[src/rtl/instr_fetch_unit_if.sv]
// Instruction-fetch memory handshake: request/grant on the address phase,
// rvalid/rdata on the response phase.
interface instr_fetch_unit_if #(
    parameter int unsigned XLEN = 32
);
    logic            mem_req;
    logic [XLEN-1:0] mem_addr;
    logic            mem_gnt;
    logic            mem_rvalid;
    logic [31:0]     mem_rdata;

    modport master (
        output mem_req,
        output mem_addr,
        input  mem_gnt,
        input  mem_rvalid,
        input  mem_rdata
    );

    modport slave (
        input  mem_req,
        input  mem_addr,
        output mem_gnt,
        output mem_rvalid,
        output mem_rdata
    );
endinterface

[src/rtl/instr_fetch_unit.sv]
// Fetch stage for the multicycle core: owns PC and IR, fetches one word per
// IRWrite over the req/gnt/rvalid handshake, and faults permanently on timeout.
module instr_fetch_unit #(
    parameter int unsigned     XLEN     = 32,
    parameter logic [XLEN-1:0] RESET_PC = '0,
    parameter int unsigned     TIMEOUT  = 16
) (
    input  logic               clk,
    input  logic               reset,
    input  logic               IRWrite,
    input  logic               PCUpdate,
    input  logic [XLEN-1:0]    pc_next,
    instr_fetch_unit_if.master m_if,
    output logic [31:0]        instr,
    output logic [6:0]         opcode,
    output logic [XLEN-1:0]    pc,
    output logic [XLEN-1:0]    old_pc,
    output logic               instr_valid,
    output logic               busy,
    output logic               fetch_fault
);

    localparam int unsigned CNT_W = (TIMEOUT > 2) ? $clog2(TIMEOUT) : 1;
    localparam logic [31:0] NOP   = 32'h0000_0013;

    typedef enum logic [1:0] {
        ST_IDLE  = 2'd0,
        ST_REQ   = 2'd1,
        ST_WAIT  = 2'd2,
        ST_FAULT = 2'd3
    } state_t;

    state_t          r_state;
    logic [XLEN-1:0] r_pc;
    logic [XLEN-1:0] r_old_pc;
    logic [XLEN-1:0] r_fetch_addr;
    logic [31:0]     r_instr;
    logic [CNT_W-1:0] r_count;
    logic            r_mem_req;
    logic            r_instr_valid;
    logic            r_busy;
    logic            r_fault;

    logic            w_rsp;
    logic            w_expired;

    // A response counts only when granted in REQ, or any rvalid while in WAIT.
    assign w_rsp = ((r_state == ST_REQ) && m_if.mem_gnt && m_if.mem_rvalid) ||
                   ((r_state == ST_WAIT) && m_if.mem_rvalid);
    assign w_expired = (r_count == CNT_W'(TIMEOUT - 1));

    always_ff @(posedge clk or negedge reset) begin
        if (!reset) begin
            r_state       <= ST_IDLE;
            r_pc          <= RESET_PC;
            r_old_pc      <= RESET_PC;
            r_fetch_addr  <= '0;
            r_instr       <= NOP;
            r_count       <= '0;
            r_mem_req     <= 1'b0;
            r_instr_valid <= 1'b0;
            r_busy        <= 1'b0;
            r_fault       <= 1'b0;
        end else begin
            r_instr_valid <= 1'b0;
            // PC is independent of the fetch FSM; in-flight address lives in r_fetch_addr.
            if (PCUpdate) begin
                r_pc <= pc_next;
            end

            case (r_state)
                ST_IDLE: begin
                    if (IRWrite) begin
                        r_state      <= ST_REQ;
                        r_fetch_addr <= {r_pc[XLEN-1:2], 2'b00};
                        r_count      <= '0;
                        r_mem_req    <= 1'b1;
                        r_busy       <= 1'b1;
                    end
                end
                ST_REQ, ST_WAIT: begin
                    if (w_rsp) begin
                        r_state       <= ST_IDLE;
                        r_instr       <= m_if.mem_rdata;
                        r_old_pc      <= r_fetch_addr;
                        r_instr_valid <= 1'b1;
                        r_mem_req     <= 1'b0;
                        r_busy        <= 1'b0;
                    end else if (w_expired) begin
                        r_state   <= ST_FAULT;
                        r_mem_req <= 1'b0;
                        r_busy    <= 1'b0;
                        r_fault   <= 1'b1;
                    end else begin
                        r_count <= r_count + CNT_W'(1);
                        if ((r_state == ST_REQ) && m_if.mem_gnt) begin
                            r_state   <= ST_WAIT;
                            r_mem_req <= 1'b0;
                        end
                    end
                end
                ST_FAULT: begin
                    r_state <= ST_FAULT;
                end
                default: begin
                    r_state <= ST_IDLE;
                end
            endcase
        end
    end

    assign m_if.mem_req  = r_mem_req;
    assign m_if.mem_addr = r_fetch_addr;
    assign instr         = r_instr;
    assign opcode        = r_instr[6:0];
    assign pc            = r_pc;
    assign old_pc        = r_old_pc;
    assign instr_valid   = r_instr_valid;
    assign busy          = r_busy;
    assign fetch_fault   = r_fault;

endmodule

[src/flat_wrapper.sv]
// flat-port wrapper written by rule: the top's interface ports become plain ports
module instr_fetch_unit_flat 
#(
    parameter int unsigned     XLEN     = 32,
    parameter logic [XLEN-1:0] RESET_PC = '0,
    parameter int unsigned     TIMEOUT  = 16
)
  (clk, reset, IRWrite, PCUpdate, pc_next, instr, opcode, pc, old_pc, instr_valid, busy, fetch_fault, m_if_mem_req, m_if_mem_addr, m_if_mem_gnt, m_if_mem_rvalid, m_if_mem_rdata);
  instr_fetch_unit_if #(.XLEN(XLEN)) m_if_i ();
  input  logic clk;
  input  logic reset;
  input  logic IRWrite;
  input  logic PCUpdate;
  input  logic [XLEN-1:0] pc_next;
  output logic [31:0] instr;
  output logic [6:0] opcode;
  output logic [XLEN-1:0] pc;
  output logic [XLEN-1:0] old_pc;
  output logic instr_valid;
  output logic busy;
  output logic fetch_fault;
  output wire logic [$bits(m_if_i.mem_req)-1:0] m_if_mem_req;
  output wire logic [$bits(m_if_i.mem_addr)-1:0] m_if_mem_addr;
  input wire logic [$bits(m_if_i.mem_gnt)-1:0] m_if_mem_gnt;
  input wire logic [$bits(m_if_i.mem_rvalid)-1:0] m_if_mem_rvalid;
  input wire logic [$bits(m_if_i.mem_rdata)-1:0] m_if_mem_rdata;
  assign m_if_mem_req = m_if_i.mem_req;
  assign m_if_mem_addr = m_if_i.mem_addr;
  assign m_if_i.mem_gnt = m_if_mem_gnt;
  assign m_if_i.mem_rvalid = m_if_mem_rvalid;
  assign m_if_i.mem_rdata = m_if_mem_rdata;
  instr_fetch_unit #(.XLEN(XLEN), .RESET_PC(RESET_PC), .TIMEOUT(TIMEOUT)) u_core (.clk(clk), .reset(reset), .IRWrite(IRWrite), .PCUpdate(PCUpdate), .pc_next(pc_next), .m_if(m_if_i), .instr(instr), .opcode(opcode), .pc(pc), .old_pc(old_pc), .instr_valid(instr_valid), .busy(busy), .fetch_fault(fetch_fault));
endmodule
[config.mk]
export PLATFORM = sky130hd
export DESIGN_NAME = instr_fetch_unit_flat
export DESIGN_NICKNAME = d
export VERILOG_FILES = /design/src/rtl/instr_fetch_unit_if.sv /design/src/rtl/instr_fetch_unit.sv /design/src/flat_wrapper.sv
export SDC_FILE = /design/constraint.sdc
export NUM_CORES = 1
export LEC_CHECK = 0
export ABC_AREA = 1
export BUFFER_PORTS_ARGS = -buffer_cell sky130_fd_sc_hd__buf_2
export CAP_MARGIN = 5
export CORE_MARGIN = 1.5
export CORE_UTILIZATION = 44
export CTS_CLUSTER_SIZE = 20
export DETAILED_ROUTE_END_ITERATION = 8
export PLACE_DENSITY_LB_ADDON = 0.15
export SLEW_MARGIN = 20
export SYNTH_ARGS = -nofsm -noshare
export SYNTH_HDL_FRONTEND = slang
export SYNTH_SLANG_ARGS = --single-unit
export TNS_END_PERCENT = 50
[constraint.sdc]
create_clock -name clk -period 1.4 [get_ports clk]
set_input_delay 0.35 -clock clk [delete_from_list [all_inputs] [get_ports clk]]
set_output_delay 0.35 -clock clk [all_outputs]
set_load 0.1 [all_outputs]
* Word level (Yosys, flattened, before mapping)
Index checks and enable logic that the tools add are counted.
Word-level totals: flip-flop bits (word level) 134, bits of input ports 70, output and inout bits 139
Cells by class: add/sub/neg operators 1, eq/ne operators 9, mux-type cells 19, bitwise gates (word level) 1, reduce and logical (&&, ||, !) cells 14
Operators with widths (count):
- $mux 4 | 3
- $reduce_and 3->1 | 3
- $mux 1 | 8
- $mux 2 | 4
- $pmux 4 s2 | 1
- $ne 2x2->1 const B | 3
- $pmux 2 s3 | 1
- $reduce_and 2->1 | 3
- $add 4x1->4 const B | 1
- $eq 2x2->1 const B | 2
- $eq 4x4->1 const B | 1
- $ne 4x1->1 const B | 1
- $pmux 1 s2 | 2
- $reduce_and 4->1 | 1
- $logic_and 1x1->1 | 3
- $ne 3x1->1 const B | 1
- $eq 2x1->1 const B | 1
- $logic_not 2->1 | 1
- $reduce_bool 2->1 | 1
- $reduce_or 2->1 | 1
- $logic_or 1x1->1 | 1
- $not 1->1 | 1

* Depth between registers and ports, before layout
Gate-level depths: netlist of the first run.
word-level depth 6, gate-level depth with buffers 10, mapped depth without buffers 10

* Worst setup path before layout of the first run
Ideal clock, no wire load.
path type reg2out, start reg u_core.r_instr[2] (netlist: u_core.instr[2]), end out opcode[2], stages on the path, launching flop included 2, arrival 1340 ps, path buffers 1, setup slack -290 ps, path through dfrtp_1 buf_4
RTL lines:
- from (decl) | RTL line instr_fetch_unit.sv:37 | logic [31:0] r_instr;
- from (signal assigned) | RTL line instr_fetch_unit.sv:84 | r_instr <= m_if.mem_rdata;
- to (decl) | RTL line flat_wrapper.sv:16 | output logic [6:0] opcode;
No word-level cell between the ends.

* Worst setup path in the final report of the first run
start reg u_core.r_instr[1] (netlist: u_core.instr[1]), end out opcode[1]
No word-level cell between the ends.

==> flow_summary.rst, run 1 <==
.. list-table::
   :header-rows: 1

   * - Metric
     - Value
   * - Master cell of the clock root buffer
     - clkbuf_16
   * - Antenna Nets Post-Route
     - 0
   * - First-pass GRT wire length
     - between 20 and 30 mm
   * - Share of synthesized area spent on multiplexers
     - 0.427%
   * - Most frequent standard cell in the layout excluding fill and tap cells
     - nand2_1
   * - Critical Path Start Type
     - flop
   * - Vias in the first global route
     - 5530
   * - Netlist area before placement
     - 5280 um^2
   * - Buffer depth of the longest clock path
     - 2
   * - Fraction of the mapped netlist area in simple logic gates
     - 21.2%
   * - Post-synthesis average cell area
     - between 9 and 10 um^2
   * - Share of the yosys chip area belonging to registers
     - 63.6%
   * - Largest net degree at the start of global routing
     - 45
   * - Clock tree from TritonCTS
     - built
   * - First DRT Iteration DRCs
     - 377
   * - Final Max Tran Viols
     - 0
   * - Peak Freq
     - 619 MHz
   * - Routed via count
     - 5153
   * - Clock sinks
     - 134
   * - Final Hold Viols
     - 0
   * - Setup WS post-layout
     - -0.215 ns
   * - Post-route minimum period
     - 1.61 ns
   * - Standard-cell row count
     - 39
   * - Area of the die
     - 12700 um^2
   * - Most frequent cells in the layout
     - nand2_1, buf_12, dfrtp_1
   * - Maximum fanout along the worst path
     - 3
   * - Clock latency reported for the late side of the worst-skew pair
     - 0.43 ns
   * - Final cycle utilization of the critical path
     - 115%
   * - Detailed-router iteration count before antenna repair
     - 9
   * - Total Negative Setup Slacks
     - -11.29 ns
   * - Fraction of synthesized cell area in xor and xnor cells
     - 0.332%
   * - Min-delay worst type
     - in -> reg
   * - H-tree levels
     - 4
   * - Critical path, cell by cell
     - buf_12
   * - Area fraction in compound gates after synthesis
     - 6.07%
   * - Number of distinct standard cells referenced by the synthesized netlist
     - 18
   * - # diodes
     - 0
   * - CTS Buf Count
     - 17
   * - Final setup violation count
     - between 90 and 100
   * - Detailed-placement wirelength estimate
     - 10.7 mm
   * - Total routing resource utilization after global routing
     - between 30 and 40%
   * - Clk pin slew, worst setup/hold paths
     - 0.06 ns
   * - CP required
     - 1.05 ns
   * - Final clock skew
     - 0.0119 ns
   * - Result of the run
     - finished with violations
   * - Number of antenna violations at the first check in global routing
     - 0
   * - Critical path data arrival time
     - 1.26 ns
   * - RSZ-0062 raised after global routing
     - yes
   * - WL per Instance
     - 21.4 um
   * - Largest family of logic cells by synthesized area
     - simple AND/OR/NAND/NOR gates
   * - Fraction of the core area covered by cells at the end of the flow
     - between 80% and 90%
   * - # IOs
     - 209
   * - Total overflow reported by the global router
     - 0
   * - Worst Setup Path Type
     - reg -> out
   * - Starting Density
     - between 40% and 50%
   * - Total number of yosys warnings
     - 0
   * - Final Net Count
     - 886
   * - Synthesized instance count
     - 580
   * - Hold_ws
     - between 0.1 and 0.15 ns
   * - Number of max-cap violations
     - 0
   * - Layout Area Growth over Synthesis
     - 94.8%
   * - Share of cells above drive strength 1
     - between 50% and 60%
   * - CP peak stage delay
     - 0.66 ns
   * - Seq cells post-synth
     - 134
   * - DRC errors left
     - 19
   * - Critical path capture point type
     - output pin
   * - Die boundary height
     - between 100 and 150 um
   * - Average vias per placed instance
     - between 5 and 6
   * - Core ar.
     - approximately 12000 um^2
   * - Post-Synth Adder-Cell Area
     - about 1.2%
   * - Violations in the final reports
     - design-rule violations, negative setup slack
   * - Port-buffer cells
     - 204
   * - GPL Wtd Cong
     - 0.877
   * - CP top delay family
     - flip-flops
   * - Count of buffering cells on the critical path with inverters included
     - 1
   * - Count of placed standard cells including taps
     - 913
   * - Total Wirelength
     - 20.7 mm
   * - Chip width
     - 113 um
   * - Critical-path cell with the highest stage delay
     - dfstp_4
   * - Non-filler instance count after layout
     - 967
## sequential cells by signal (all words and copies together), names as in the netlist
| signal | count |
|---|---|
| u_core.instr | 32 |
| u_core.busy | 1 |
| u_core.pc | 32 |
| u_core.fetch_fault | 1 |
| u_core.instr_valid | 1 |
| u_core.m_if.mem_addr | 30 |
| u_core.r_state | 2 |
| u_core.old_pc | 30 |
| u_core.m_if.mem_req | 1 |
| u_core.r_count | 4 |
## cell usage after synthesis (all sizes together)
library cell | instances | area [um^2]
dfstp | 3 | 78.8
buf | 24 | 163
clkbuf | 13 | 50.0
o21ai | 64 | 320
dfrtp | 131 | 3280
ha | 5 | 62.6
nor2 | 6 | 22.5
mux2 | 2 | 22.5
nand2 | 277 | 1050
inv | 43 | 164
nand3 | 9 | 50.1
conb | 1 | 3.75
xor2 | 2 | 17.5
## routing by layer
layer	track usage, %	part of all wire (%)
met5	0	0
met4	17.6	4.6
met3	9.07	8.0
met2	56.0	53
met1	32.8	34
## worst paths after layout
kind	start	cells after the start	end	slack (ns)
worst min-delay path	pc_next[5]	3	u_core.pc[5]	0.14
worst max-delay path	u_core.instr[1]	1	opcode[1]	-0.21
worst max register to register	u_core.r_count[1]	8	u_core.r_count[3]	-0.19
min in group asynchronous	reset	2	u_core.instr[14]	0.35
worst min register to register	u_core.old_pc[3]	2	u_core.old_pc[3]	0.54
max in group asynchronous	reset	3	u_core.old_pc[15]	0.42
## cells by family after synthesis
kind of cell	after synthesis
simple gates	292
fa+ha+maj	5
other cells	1
buf+inv	80
compound gates	64
xor+xnor	2
flops	134
mux	2
## per-stage QoR
stage,instance area [um^2],setup slack (ns)
floorplan,5340,0.00368
global placement,8560,-0.0218
detailed placement,8560,-0.140
CTS,10000,-0.209
global route,10300,-0.230
finish,10300,-0.215
## what timing repair did
item | 4_1_cts | 5_1_grt
hold buffers | 1 | 0
pin swaps | 51 | 40
gates resized for setup | 132 | 148
buffers inserted | 15 | 2
endpoints found under the setup margin | 101 | 134
cloned | 13 | 0
endpoints found under the hold margin | 21 | 0
## layout make-up
type / count / area [um^2]
timing repair buffer: 246 / 3730
sequential: 134 / 3420
multi-input combinational: 369 / 2240
fill: 486 / 1280
clock buffer: 28 / 487
inverter: 43 / 181
tap: 143 / 179
clock inverter: 4 / 45.0
Power of run 1 is left out: the tool's default activity adds up to more than one toggle a clock period on the data nets, which glitch-free logic cannot reach.
==> run 2, diff against run 1 <==
--- a/config.mk
+++ b/config.mk
@@ -7,12 +7,13 @@
 export LEC_CHECK = 0
 export ABC_AREA = 1
 export BUFFER_PORTS_ARGS = -buffer_cell sky130_fd_sc_hd__buf_2
-export CAP_MARGIN = 5
+export CAP_MARGIN = 15
 export CORE_MARGIN = 1.5
 export CORE_UTILIZATION = 44
 export CTS_CLUSTER_SIZE = 20
 export DETAILED_ROUTE_END_ITERATION = 8
 export PLACE_DENSITY_LB_ADDON = 0.15
+export RECOVER_POWER = 25
 export SLEW_MARGIN = 20
 export SYNTH_ARGS = -nofsm -noshare
 export SYNTH_HDL_FRONTEND = slang
==> flow_summary.rst, run 2 (same netlist as run 1, synthesis figures left out) <==
.. list-table::
   :header-rows: 1

   * - Metric
     - Value
   * - Final clock skew
     - 0.0123 ns
   * - Most frequent cells in the layout
     - nand2_1, buf_12, dfrtp_1
   * - CP peak stage delay
     - 0.66 ns
   * - Largest net degree at the start of global routing
     - 45
   * - Peak Freq
     - between 600 and 700 MHz
   * - Final Max Tran Viols
     - 0
   * - Core ar.
     - roughly 12000 um^2
   * - Die boundary height
     - ~110 um
   * - H-tree levels
     - 4
   * - Detailed-placement wirelength estimate
     - 10.7 mm
   * - Total Wirelength
     - approximately 21 mm
   * - CTS Buf Count
     - 17
   * - Average vias per placed instance
     - about 5.3
   * - Reg area
     - 3420 um^2
   * - Total routing resource utilization after global routing
     - 31.2%
   * - Critical Path Start Type
     - flop
   * - First DRT Iteration DRCs
     - 358
   * - GPL Wtd Cong
     - 0.877
   * - Number of antenna violations at the first check in global routing
     - 0
   * - # diodes
     - 0
   * - Vias in the first global route
     - 5530
   * - Hold_ws
     - between 0.1 and 0.15 ns
   * - Layout fillers
     - a little under 500
   * - Critical path, cell by cell
     - buf_12
   * - Area of the die
     - 12700 um^2
   * - Worst flop-to-flop path startpoint
     - u_core.r_count[1]
   * - Detailed-router iteration count before antenna repair
     - 9
   * - Clock tree from TritonCTS
     - built
   * - Layout Area Growth over Synthesis
     - 94.4%
   * - CP top delay family
     - flip-flops
   * - Routed via count
     - 5160
   * - Port-buffer cells
     - slightly above 200
   * - Final Hold Viols
     - 0
   * - RSZ-0062 raised after global routing
     - yes
   * - Final Net Count
     - 886
   * - Clock latency reported for the late side of the worst-skew pair
     - around 0.43 ns
   * - CP required
     - 1.05 ns
   * - Worst Setup Path Type
     - reg -> out
   * - Design area
     - 10300 um^2
   * - Result of the run
     - finished with violations
   * - Standard-cell row count
     - 39
   * - Maximum fanout along the worst path
     - 3
   * - Critical path capture point type
     - output pin
   * - Starting Density
     - between 40% and 50%
   * - Critical-path cell with the highest stage delay
     - dfstp_4
   * - First-pass GRT wire length
     - roughly 30 mm
   * - # IOs
     - 209
   * - Most frequent standard cell in the layout excluding fill and tap cells
     - nand2_1
   * - Area occupied by multi-input gates
     - 2240 um^2
   * - Antenna Nets Post-Route
     - 0
   * - Clk pin slew, worst setup/hold paths
     - 0.05 ns
   * - Post-placement setup slack
     - -0.140 ns
   * - Cell Area, Placed
     - roughly 8600 um^2
   * - WL per Instance
     - 21.5 um
   * - Clock sinks
     - between 100 and 150
   * - Post-route minimum period
     - 1.61 ns
   * - FF-to-FF path depth
     - 8
   * - R2r setup slk
     - -0.20 ns
   * - DRC errors left
     - 19
   * - Number of max-cap violations
     - 0
   * - Total overflow reported by the global router
     - 0
   * - Worst relative slew slack
     - between 50% and 60%
   * - Min-delay worst type
     - in -> reg
   * - Endpoint, Worst Hold
     - u_core.pc[25]
   * - Worst slew pin tran
     - 0.717 ns
   * - Setup WS post-layout
     - -0.214 ns
   * - Hold path cells
     - 3
   * - Reg2reg end
     - u_core.r_count[3]
   * - Chip width
     - 113 um
   * - Hold path startpoint
     - pc_next[25]
   * - Final setup violation count
     - 98
   * - Count of buffering cells on the critical path with inverters included
     - 1
   * - Master cell of the clock root buffer
     - clkbuf_16
   * - Final cycle utilization of the critical path
     - 115%
   * - Critical path data arrival time
     - about 1.3 ns
   * - Share of cells above drive strength 1
     - between 50 and 60%
   * - Violations in the final reports
     - design-rule violations, negative setup slack
   * - Buffer depth of the longest clock path
     - 2
-- run 2: per-layer routing --
layer | track usage, % | share of wire (%) | wire length (um)
met1 | 32.8 | 34 | 7020
met2 | 56.0 | 53 | 11100
met3 | 9.07 | 8.2 | 1700
met4 | 17.6 | 4.6 | 964
met5 | 0 | 0 | 0
-- run 2: worst min-delay path, stage by stage --
cell and delay (ns):
buf_2 0.07, nand2_1 0.04, o21ai_0 0.05
-- run 2: worst max-delay path by stage --
| stage | start | endpoint | slack (ns) | cells after the start |
|---|---|---|---|---|
| final | u_core.instr[1] | opcode[1] | -0.21 | 1 |
| after global routing | u_core.r_state[1] | u_core.r_count[2] | -0.23 | 9 |
| after CTS | u_core.instr[0] | opcode[0] | -0.21 | 1 |
| after detailed placement | u_core.r_state[1] | u_core.instr[19] | -0.14 | 9 |
| after global placement | u_core.r_state[0] | u_core.instr[24] | -0.02 | 7 |
| after floorplan | u_core.instr[2] | opcode[2] | 0.004 | 1 |
-- run 2: layout make-up --
type                            count  area share, %
Clock buffer                       28           4.74
Clock inverter                      4          0.439
Multi-Input combinational cell    369           21.8
Timing Repair Buffer              246           36.1
Inverter                           43           1.77
Tap cell                          143           1.74
Sequential cell                   134           33.3
-- run 2: metrics by stage --
step	TNS [ns]	std cells	utilization, %
6_report	-11.55	967	88.8
5_1_grt	-15.52	967	88.8
4_1_cts	-8.50	974	86.7
3_5_place_dp	-6.47	913	74.1
3_3_place_gp	-0.364	913	74.1
2_1_floorplan	0	583	-
-- run 2: what timing repair did --
item,4_1_cts,5_1_grt
hold buffers,1,0
gates cloned,13,0
gates resized for setup,132,148
endpoints found under the setup margin,101,134
buffers inserted,15,2
pin swaps,51,40
endpoints found under the hold margin,21,0
Power of run 2 is left out for the same reason.
==> run 3, diff against run 2 <==
==> constraint.sdc (replaced) <==
create_clock -name clk -period 1.4 [get_ports clk]
set_input_delay 0.35 -clock clk [delete_from_list [all_inputs] [get_ports clk]]
set_output_delay 0.35 -clock clk [all_outputs]
set_load 0.01 [all_outputs]
==> flow_summary.rst, run 3 (same netlist as run 1, synthesis figures left out) <==
.. list-table::
   :header-rows: 1

   * - Metric
     - Value
   * - Result of the run
     - finished with violations
   * - Violations in the final reports
     - design-rule violations, negative setup slack
   * - Worst flop-to-flop path startpoint
     - u_core.r_state[1]
   * - Critical path data arrival time
     - between 1.5 and 2 ns
   * - Core ar.
     - about 12000 um^2
   * - Setup WS post-layout
     - -0.0535 ns
   * - RSZ-0062 raised after global routing
     - yes
   * - Number of antenna violations at the first check in global routing
     - 1
   * - Worst Setup Path Type
     - reg -> reg
   * - CTS Buf Count
     - 17
   * - Buffer depth of the longest clock path
     - 2
   * - Final Net Count
     - between 800 and 900
   * - Peak Freq
     - just under 700 MHz
   * - Die boundary height
     - between 100 and 150 um
   * - Hold path cells
     - 3
   * - # IOs
     - 209
   * - Critical-path cell with the highest stage delay
     - dfrtp_1
   * - Final Hold Viols
     - 0
   * - Vias in the first global route
     - around 4300
   * - Post-route minimum period
     - 1.45 ns
   * - Clock tree from TritonCTS
     - built
   * - Total Wirelength
     - 13.2 mm
   * - Antenna Nets Post-Route
     - 0
   * - Number of max-cap violations
     - 0
   * - Min-delay worst type
     - in -> reg
   * - Worst vdd rail ir drop
     - 0.946 mV
   * - Maximum fanout along the worst path
     - 3
   * - Combinational share of power
     - a little over a third
   * - Post-placement setup slack
     - -0.111 ns
   * - Routed via count
     - 4475
   * - Power per unit of standard cell area
     - 2290 nW/um^2
   * - Endpoint, Worst Hold
     - u_core.instr[29]
   * - Detailed-router iteration count before antenna repair
     - 7
   * - Final clock skew
     - ~0.006 ns
   * - Worst slew pin tran
     - between 0.7 and 0.8 ns
   * - Clock sinks
     - 134
   * - GPL Wtd Cong
     - 0.845
   * - FF-to-FF path depth
     - 10
   * - Count of buffering cells on the critical path with inverters included
     - 3
   * - CP peak stage delay
     - 0.41 ns
   * - First DRT Iteration DRCs
     - ~220
   * - Total routing resource utilization after global routing
     - 21.6%
   * - Starting Density
     - 45.7%
   * - Master cell of the clock root buffer
     - clkbuf_16
   * - CP required
     - 1.70 ns
   * - Most frequent standard cell in the layout excluding fill and tap cells
     - nand2_1
   * - Final Max Tran Viols
     - 0
   * - WL per Instance
     - ~14 um
   * - Detailed-placement wirelength estimate
     - 9.03 mm
   * - R2r setup slk
     - -0.05 ns
   * - P_leak
     - 4.22 nW
   * - Standard-cell row count
     - 39
   * - Critical Path Start Type
     - flop
   * - H-tree levels
     - 4
   * - Chip width
     - 113 um
   * - Reg2reg end
     - u_core.r_state[0]
   * - Clk pin slew, worst setup/hold paths
     - 0.06 ns
   * - Final setup violation count
     - 67
   * - Hold path startpoint
     - m_if_mem_rdata[29]
   * - Most used cell, CP
     - nand2_1
   * - First-pass GRT wire length
     - 21.4 mm
   * - Port-buffer cells
     - about 200
   * - Average vias per placed instance
     - 4.70
   * - Worst relative slew slack
     - 51.4%
   * - Final cycle utilization of the critical path
     - 104%
   * - Critical path, cell by cell
     - inv_2 -> ha_4 -> nand2_1 -> inv_1 -> nor2_2 -> nand3_4 -> nand2_2 -> inv_1 -> nand2_1 -> nand2_1
   * - Net switching power
     - 6.01 mW
   * - Critical path capture point type
     - flop
   * - Seq pwr share
     - 36.7%
   * - CP top delay family
     - simple AND/OR/NAND/NOR gates
   * - Share of cells above drive strength 1
     - between 30% and 40%
   * - Area of the die
     - 12700 um^2
   * - Layout Area Growth over Synthesis
     - 41.8%
   * - Switch share
     - 35.1%
   * - Largest net degree at the start of global routing
     - 41
   * - Total overflow reported by the global router
     - 0
   * - Clock latency reported for the late side of the worst-skew pair
     - 0.41 ns
   * - P_int
     - 11.1 mW
   * - Fraction of the core area covered by cells at the end of the flow
     - roughly two thirds
   * - DRC errors left
     - 38
   * - Clock share of power
     - 27.3%
   * - Most frequent cells in the layout
     - nand2_1, buf_2, dfrtp_1
-- run 3: layout make-up --
type                       instances  area, um^2
timing repair buffer             230        1420
antenna                            1        2.50
multi-input combinational        369        1730
clock inverter                    10         150
sequential                       134        3360
fill                             927        4080
tap                              143         179
inverter                          43         176
clock buffer                      22         474
-- run 3: repair_timing --
action,4_1_cts,5_1_grt
hold buffers,1,0
gates resized for setup,26,36
buffers inserted,1,1
endpoints found under the hold margin,22,0
cloned,2,1
pin swaps,3,9
setup endpoints to repair,76,104
-- run 3: worst max-delay path by stage --
| stage | from | to | slack [ns] | cells past startpoint |
|---|---|---|---|---|
| CTS | u_core.instr[4] | instr[4] | -0.05 | 1 |
| detailed placement | u_core.r_state[1] | u_core.old_pc[24] | -0.11 | 9 |
| global route | u_core.r_state[1] | u_core.r_state[0] | -0.12 | 10 |
| floorplan | u_core.r_state[0] | u_core.old_pc[10] | 0.01 | 8 |
| global placement | u_core.r_state[0] | u_core.m_if.mem_req | -0.01 | 9 |
| finish | u_core.r_state[1] | u_core.r_state[0] | -0.05 | 10 |
-- run 3: per-layer routing --
metal / global-route usage [%] / vias to the layer above / part of all wire (%)
li1: - / 2195 / -
met1: 27.9 / 2080 / 44
met2: 34.0 / 180 / 46
met3: 6.70 / 20 / 8.2
met4: 9.28 / 0 / 1.5
met5: 0 / - / 0
-- run 3: worst min-delay path: stages --
cell	delay, ns
buf_2	0.08
nand2_1	0.04
nand2_1	0.05
-- run 3: per-stage QoR --
stage | power, mW | cell area (um^2) | setup TNS (ns) | instances | hold slack, ns
4_1_cts | 16.9 | 7330 | -0.456 | 949 | 0.120
3_5_place_dp | 11.7 | 6540 | -5.47 | 913 | 0.236
2_1_floorplan | 9.22 | 5290 | 0 | 583 | 0.0544
5_1_grt | 18.2 | 7490 | -6.22 | 951 | 0.132
3_3_place_gp | 11.5 | 6540 | -0.0356 | 913 | 0.239
6_report | 17.1 | 7490 | -1.22 | 952 | 0.136
-- run 3: power groups by stage --
stage	logic, mW	clock network [mW]	registers, mW
2_1_floorplan	2.40	0	6.82
3_3_place_gp	5.35	0	6.20
3_5_place_dp	5.48	0	6.26
4_1_cts	5.90	4.73	6.23
5_1_grt	6.84	4.92	6.46
6_report	6.18	4.67	6.28
No activity file was read; power rests on OpenSTA's default activity.
